===== src/rtl/hazard_controller.sv =====
// hazard_controller: forwarding, load-use stall, branch flush and memory wait-state freeze
// for a 5-stage RISC-V pipeline, with saturating stall/flush cycle counters.
module hazard_controller #(
  parameter int WAIT_TIMEOUT = 16,
  parameter int CNT_W        = 32
) (
  input  logic             clock,
  input  logic             reset,
  input  logic [4:0]       Rs1D,
  input  logic [4:0]       Rs2D,
  input  logic [4:0]       Rs1E,
  input  logic [4:0]       Rs2E,
  input  logic [4:0]       RdE,
  input  logic [4:0]       RdM,
  input  logic [4:0]       RdW,
  input  logic             RegwriteM,
  input  logic             RegwriteW,
  input  logic             LoadE,
  input  logic             PCSrcE,
  input  logic             MemReqM,
  input  logic             MemReadyM,
  output logic [1:0]       ForwardAE,
  output logic [1:0]       ForwardBE,
  output logic             StallF,
  output logic             StallD,
  output logic             StallE,
  output logic             StallM,
  output logic             FlushD,
  output logic             FlushE,
  output logic             FlushW,
  output logic             mem_error,
  output logic [CNT_W-1:0] stall_cnt,
  output logic [CNT_W-1:0] flush_cnt
);
  localparam int WW = $clog2(WAIT_TIMEOUT + 1);
  localparam logic [WW-1:0] TMO = WW'(WAIT_TIMEOUT);
  typedef enum logic {RUN, MEM_WAIT} state_t;
  state_t state, state_n;
  logic [WW-1:0] wait_cnt, wait_cnt_n;
  logic lw_stall, mem_freeze, timeout, flush_evt;
  function automatic logic [1:0] fwd(input logic [4:0] rs);
    return (rs != 5'd0 && rs == RdM && RegwriteM) ? 2'b10 :
           (rs != 5'd0 && rs == RdW && RegwriteW) ? 2'b01 : 2'b00;
  endfunction
  always_ff @(posedge clock) begin
    if (reset) begin
      state     <= RUN;
      wait_cnt  <= '0;
      stall_cnt <= '0;
      flush_cnt <= '0;
    end else begin
      state    <= state_n;
      wait_cnt <= wait_cnt_n;
      if (StallF && !(&stall_cnt)) stall_cnt <= stall_cnt + CNT_W'(1);
      if (flush_evt && !(&flush_cnt)) flush_cnt <= flush_cnt + CNT_W'(1);
    end
  end
  always_comb begin
    state_n    = state;
    wait_cnt_n = wait_cnt;
    lw_stall   = LoadE && RdE != 5'd0 && (RdE == Rs1D || RdE == Rs2D);
    timeout    = state == MEM_WAIT && !MemReadyM && wait_cnt == TMO;
    mem_freeze = (state == RUN && MemReqM && !MemReadyM) ||
                 (state == MEM_WAIT && !MemReadyM && !timeout);
    if (state == RUN && MemReqM && !MemReadyM) begin
      state_n    = MEM_WAIT;
      wait_cnt_n = WW'(1);
    end else if (state == MEM_WAIT) begin
      state_n    = (MemReadyM || timeout) ? RUN : MEM_WAIT;
      wait_cnt_n = (MemReadyM || timeout) ? '0 : wait_cnt + WW'(1);
    end
    ForwardAE = reset ? 2'b00 : fwd(Rs1E);
    ForwardBE = reset ? 2'b00 : fwd(Rs2E);
    StallF    = !reset && (lw_stall || mem_freeze);
    StallD    = !reset && (lw_stall || mem_freeze);
    StallE    = !reset && mem_freeze;
    StallM    = !reset && mem_freeze;
    FlushW    = reset || mem_freeze;
    FlushD    = reset || (PCSrcE && !mem_freeze);
    FlushE    = reset || ((lw_stall || PCSrcE) && !mem_freeze);
    flush_evt = !reset && PCSrcE && !mem_freeze;
    mem_error = !reset && timeout;
  end
endmodule


===== config.mk =====
export PLATFORM = sky130hd
export DESIGN_NAME = hazard_controller
export DESIGN_NICKNAME = d
export VERILOG_FILES = /design/src/rtl/hazard_controller.sv
export SDC_FILE = /design/constraint.sdc
export NUM_CORES = 1
export LEC_CHECK = 0
export ABC_AREA = 1
export CAP_MARGIN = 20
export CORE_AREA = 2 2 113 115
export DETAILED_ROUTE_END_ITERATION = 8
export DIE_AREA = 0 0 115 117
export GPL_TIMING_DRIVEN = 0
export HOLD_SLACK_MARGIN = 0.12
export PLACE_DENSITY_LB_ADDON = 0.15
export SLEW_MARGIN = 20
export SYNTH_ARGS = -nofsm -noshare
export SYNTH_HDL_FRONTEND = slang
export SYNTH_SLANG_ARGS = --single-unit

===== constraint.sdc =====
create_clock -name clock -period 1.85 [get_ports clock]
set_input_delay 0.37 -clock clock [delete_from_list [all_inputs] [get_ports clock]]
set_output_delay 0.37 -clock clock [all_outputs]
set_load 0.01 [all_outputs]

==> results summary <==
The number of endpoints with negative hold slack in the final report is 0. The switching power is 944 uW. Compared with the post-synthesis result, the final layout area differs by 44.7%. The count of nets left with antenna violations once routing finished came out at 0.

Clock-pin slew was measured on the worst setup and hold paths at 0.06 ns. The clock skew came out at 0.00650 ns. The initial antenna violation count is 0. The worst register-to-register path begins at flush_cnt[0]. The synthesized netlist net count is 847. The sum of negative setup slack came out at -0.654 ns. Setup repair after global routing could not meet its margin everywhere.

The critical register-to-register path endpoint is flush_cnt[14]. Synthesis instantiated 42 different standard cells from the library. The count of input and output buffers is 117. Traced cell by cell, the critical path runs through inv_4 > ha_4 > nand4_1 > nand2_2 > nand2_2 > nand2_2 > nand2_2 > buf_6 > buf_6 > buf_6.

The yosys synthesis warning count came out at 0. The register-to-register setup slack is 0.07 ns. The actual transition at the worst max-transition pin came out at 0.524 ns.

The number of buffers created by CTS came out at 9. The slowest stage of the critical path belongs to the cell sky130_fd_sc_hd__dfxtp_4. The sum of buffers and inverters on the critical path is 4. Along the worst path, the maximum fanout reaches 3. The count of mapped cells out of synthesis is 800. Of the total power, the clock network draws 43.9%.

The DRC violations left is 0. The wire length of the first global-routing pass is 23.7 mm. STA classifies the critical path startpoint as a flop. The cell leakage power is 0.00286 uW. Along the worst hold path, the cell count comes to 4. The shortest period the worst path allows came out at 2.05 ns. The critical path is of the reg2out type. The via density per instance came out at 5.02. The clock tree buffer depth is 2. From bottom edge to top edge, the die measures 117 um. The number of enable-type register cells in the synthesized netlist is 0.

The most numerous cell type found on the critical path is sky130_fd_sc_hd__nand2_2. Dividing the detail-routed wire length by the instance count gives 13.4 um. The fraction of final layout cells with drive strength greater than 1 is 18.4%. The flow ran to the end, but the final reports show violations. The headroom to the max-slew limit came out at 65.0%.

The number of pins exceeding their max-slew limit in the final report is 0. Entering global routing, the biggest net connects 11 pins. The delay of the slowest critical-path stage is 0.35 ns. The share of synthesized registers carrying an async set or reset came out at 0%. Of the total power, registers draw 41.6%. The buffer type at the clock tree root is sky130_fd_sc_hd__clkbuf_16. The share of the clock period used by the worst path after layout came out at 111%.

The number of placed I/O pins came out at 119. The maximum resistive drop on vdd is 0.410 mV. Summed over all layers, the global routing overflow is 0.

The initial standard-cell utilization of the core is 39.0%. The number of cells on the worst reg-to-reg path is 11. The placed cell count is 1067. The average instance in the mapped netlist occupies 6.01 um^2. TritonCTS built the clock tree. In this run the power density over the cells is 533 nW/um^2.

Per report_power, the combinational group accounts for 14.5% of the total. The level count of the clock H-tree came out at 3. The via count of the first global-routing pass is 4911. In this run, the number of DRC markers left after iteration 0 of detailed routing was 342.

Cell internal power was estimated by the tool at 2760 uW. The critical path required time is 1.48 ns. The post-DP HPWL came out at 10.8 mm. In the post-route analysis, the smallest setup slack over all paths is -0.199 ns. The cell depth of the worst setup path came out at 10. The cell type group with the largest total delay on the critical path is simple AND/OR/NAND/NOR gates.

After the flow finishes, the layout carries non-filler instances totaling 1103. In this run the worst setup path terminates at StallF. The first-pass iteration count of the detailed router came out at 5. The peak clock frequency supported by timing is 488 MHz.

For this run, the leading register cell type out of synthesis is sky130_fd_sc_hd__dfxtp_1. The critical path capture point type is an output port. The routed wire length is 14.8 mm. The final count of negative-setup-slack endpoints is 6. The number of storage elements in the synthesis netlist is 70.

The total global-route track usage came out at 22.0%. After synthesis the cells add up to 4810 um^2. The standard cell core area came out at 12300 um^2.

The later pin in the worst-skew pair is clocked with a latency of 0.34 ns. From left edge to right edge, the die measures 115 um. The antenna diode count came out at 0. The proportion of total power due to net switching is 25.5%.

The area of the die is 13500 um^2. The initialized floorplan defines 41 standard-cell rows. For this design, the sink count on the clock tree is 70. The most critical setup path has its startpoint at wait_cnt[0]. Routability-driven placement finished with a final weighted congestion of 0.907. The sequential fraction of the synthesis area is 29.2%.

The final reports fail on negative setup slack. The total number of vias is 5538. After the last flow step, the layout net total stands at 997. The worst hold path belongs to the class in2reg. The total of max-cap violations came out at 0. Once layout is complete, the utilization of the core stands at 56.5%. For the worst setup path, the data arrival time is 1.68 ns.
[registers in the layout, summed over array words and instances, names as in the netlist]
signal / flops
wait_cnt: 5
stall_cnt: 32
state: 1
flush_cnt: 32
[cells in the mapped netlist, drive strengths merged (2+ instances only)]
master,instances,area [um^2]
nand2,237,912
nor2,122,493
inv,119,449
dfxtp,70,1400
nand3,59,305
a21oi,40,215
nand4,30,188
nor3,23,126
buf,19,115
xor2,16,140
o21ai,15,75.1
xnor2,10,87.6
a221oi,4,35.0
clkbuf,4,15.0
ha,4,50.1
nor4,4,25.0
o211ai,4,30.0
and3,3,18.8
nand3b,3,22.5
nor3b,3,22.5
a31oi,2,12.5
o22ai,2,12.5
[worst register-to-register path: cells and delay by family, from the launching register on]
| kind | cells | cell delay (ns) |
|---|---|---|
| adders and majority gates | 1 | 0.16 |
| DFF | 1 | 0.38 |
| AOI/OAI and AO/OA | 1 | 0.12 |
| and+or+nand+nor | 6 | 0.65 |
| buffers and inverters | 3 | 0.34 |
[cells by family after synthesis]
group,after synthesis,share of synthesized area (%)
AOI/OAI and AO/OA,70,8.48
xor gates and xnor gates,26,4.74
adders and majority gates,4,1.04
buffers and inverters,142,12.1
DFF,70,29.2
and+or+nand+nor,488,44.5
[stage by stage]
step / hold WS [ns] / setup slack [ns] / total power, uW / area (um^2)
floorplan: 0.473 / 0.112 / 1800 / 4810
global placement: 0.483 / -0.991 / 2020 / 6170
detailed placement: 0.484 / -0.986 / 2020 / 6170
CTS: 0.468 / -0.161 / 3660 / 6590
global route: 0.492 / -0.246 / 3850 / 6960
finish: 0.462 / -0.199 / 3710 / 6960
[power by group through the flow]
stage | clock, uW | combinational [uW] | sequential [uW]
floorplan | 0 | 229 | 1570
global placement | 0 | 454 | 1570
detailed placement | 0 | 455 | 1570
CTS | 1660 | 463 | 1540
global route | 1720 | 589 | 1540
finish | 1630 | 537 | 1540
[layout make-up]
| type | count | area, um^2 |
|---|---|---|
| repair buffers | 138 | 1280 |
| multi-input cells | 588 | 3110 |
| inverters | 119 | 462 |
| clock inverters | 1 | 5.00 |
| repair inverters | 1 | 11.3 |
| flip-flops and latches | 70 | 1430 |
| plain buffers | 23 | 194 |
| fillers | 1240 | 5360 |
| clock buffers | 13 | 270 |
| well taps | 150 | 188 |
[cells in the final DEF, fill, tap and decap left out, types with 4 or more instances in the layout]
master / netlist / layout
sky130_fd_sc_hd__a21oi_1: 36 / 33
sky130_fd_sc_hd__a21oi_2: 4 / 7
sky130_fd_sc_hd__buf_2: 11 / 12
sky130_fd_sc_hd__buf_4: 4 / 17
sky130_fd_sc_hd__buf_6: 2 / 15
sky130_fd_sc_hd__clkbuf_16: 0 / 11
sky130_fd_sc_hd__clkbuf_2: 0 / 6
sky130_fd_sc_hd__clkdlybuf4s15_1: 0 / 8
sky130_fd_sc_hd__clkdlybuf4s50_1: 0 / 68
sky130_fd_sc_hd__dfxtp_1: 70 / 55
sky130_fd_sc_hd__dfxtp_2: 0 / 11
sky130_fd_sc_hd__dfxtp_4: 0 / 4
sky130_fd_sc_hd__dlygate4sd2_1: 0 / 23
sky130_fd_sc_hd__inv_1: 114 / 103
sky130_fd_sc_hd__inv_2: 4 / 14
sky130_fd_sc_hd__nand2_1: 230 / 217
sky130_fd_sc_hd__nand2_2: 6 / 16
sky130_fd_sc_hd__nand3_1: 57 / 53
sky130_fd_sc_hd__nand3_2: 2 / 5
sky130_fd_sc_hd__nand4_1: 30 / 30
sky130_fd_sc_hd__nor2_1: 110 / 102
sky130_fd_sc_hd__nor2_2: 11 / 11
sky130_fd_sc_hd__nor2_4: 1 / 9
sky130_fd_sc_hd__nor3_1: 22 / 17
sky130_fd_sc_hd__nor3_2: 0 / 5
sky130_fd_sc_hd__o211ai_1: 4 / 4
sky130_fd_sc_hd__o21ai_0: 14 / 8
sky130_fd_sc_hd__o21ai_1: 1 / 5
sky130_fd_sc_hd__xnor2_1: 10 / 9
sky130_fd_sc_hd__xor2_1: 16 / 15
[worst min-delay path by stage]
stage	endpoint	from
after floorplan	wait_cnt[4]	wait_cnt[4]
after global placement	flush_cnt[31]	flush_cnt[31]
after detailed placement	flush_cnt[31]	flush_cnt[31]
after CTS	stall_cnt[27]	reset
after global routing	stall_cnt[27]	reset
final	stall_cnt[27]	reset
[routing by layer]
| layer | track usage (%) | routed length [um] |
|---|---|---|
| met1 | 29.7 | 6810 |
| met2 | 34.5 | 6630 |
| met3 | 4.33 | 988 |
| met4 | 9.00 | 323 |
| met5 | 0 | 0 |
[timing repair]
action	CTS	global route
hold buffers	0	0
pin swaps	22	21
gates cloned	0	3
hold endpoints to repair	0	0
setup endpoints to repair	70	76
resized for setup	131	106
setup buffers	12	8
(Power assumes the default switching activity.)
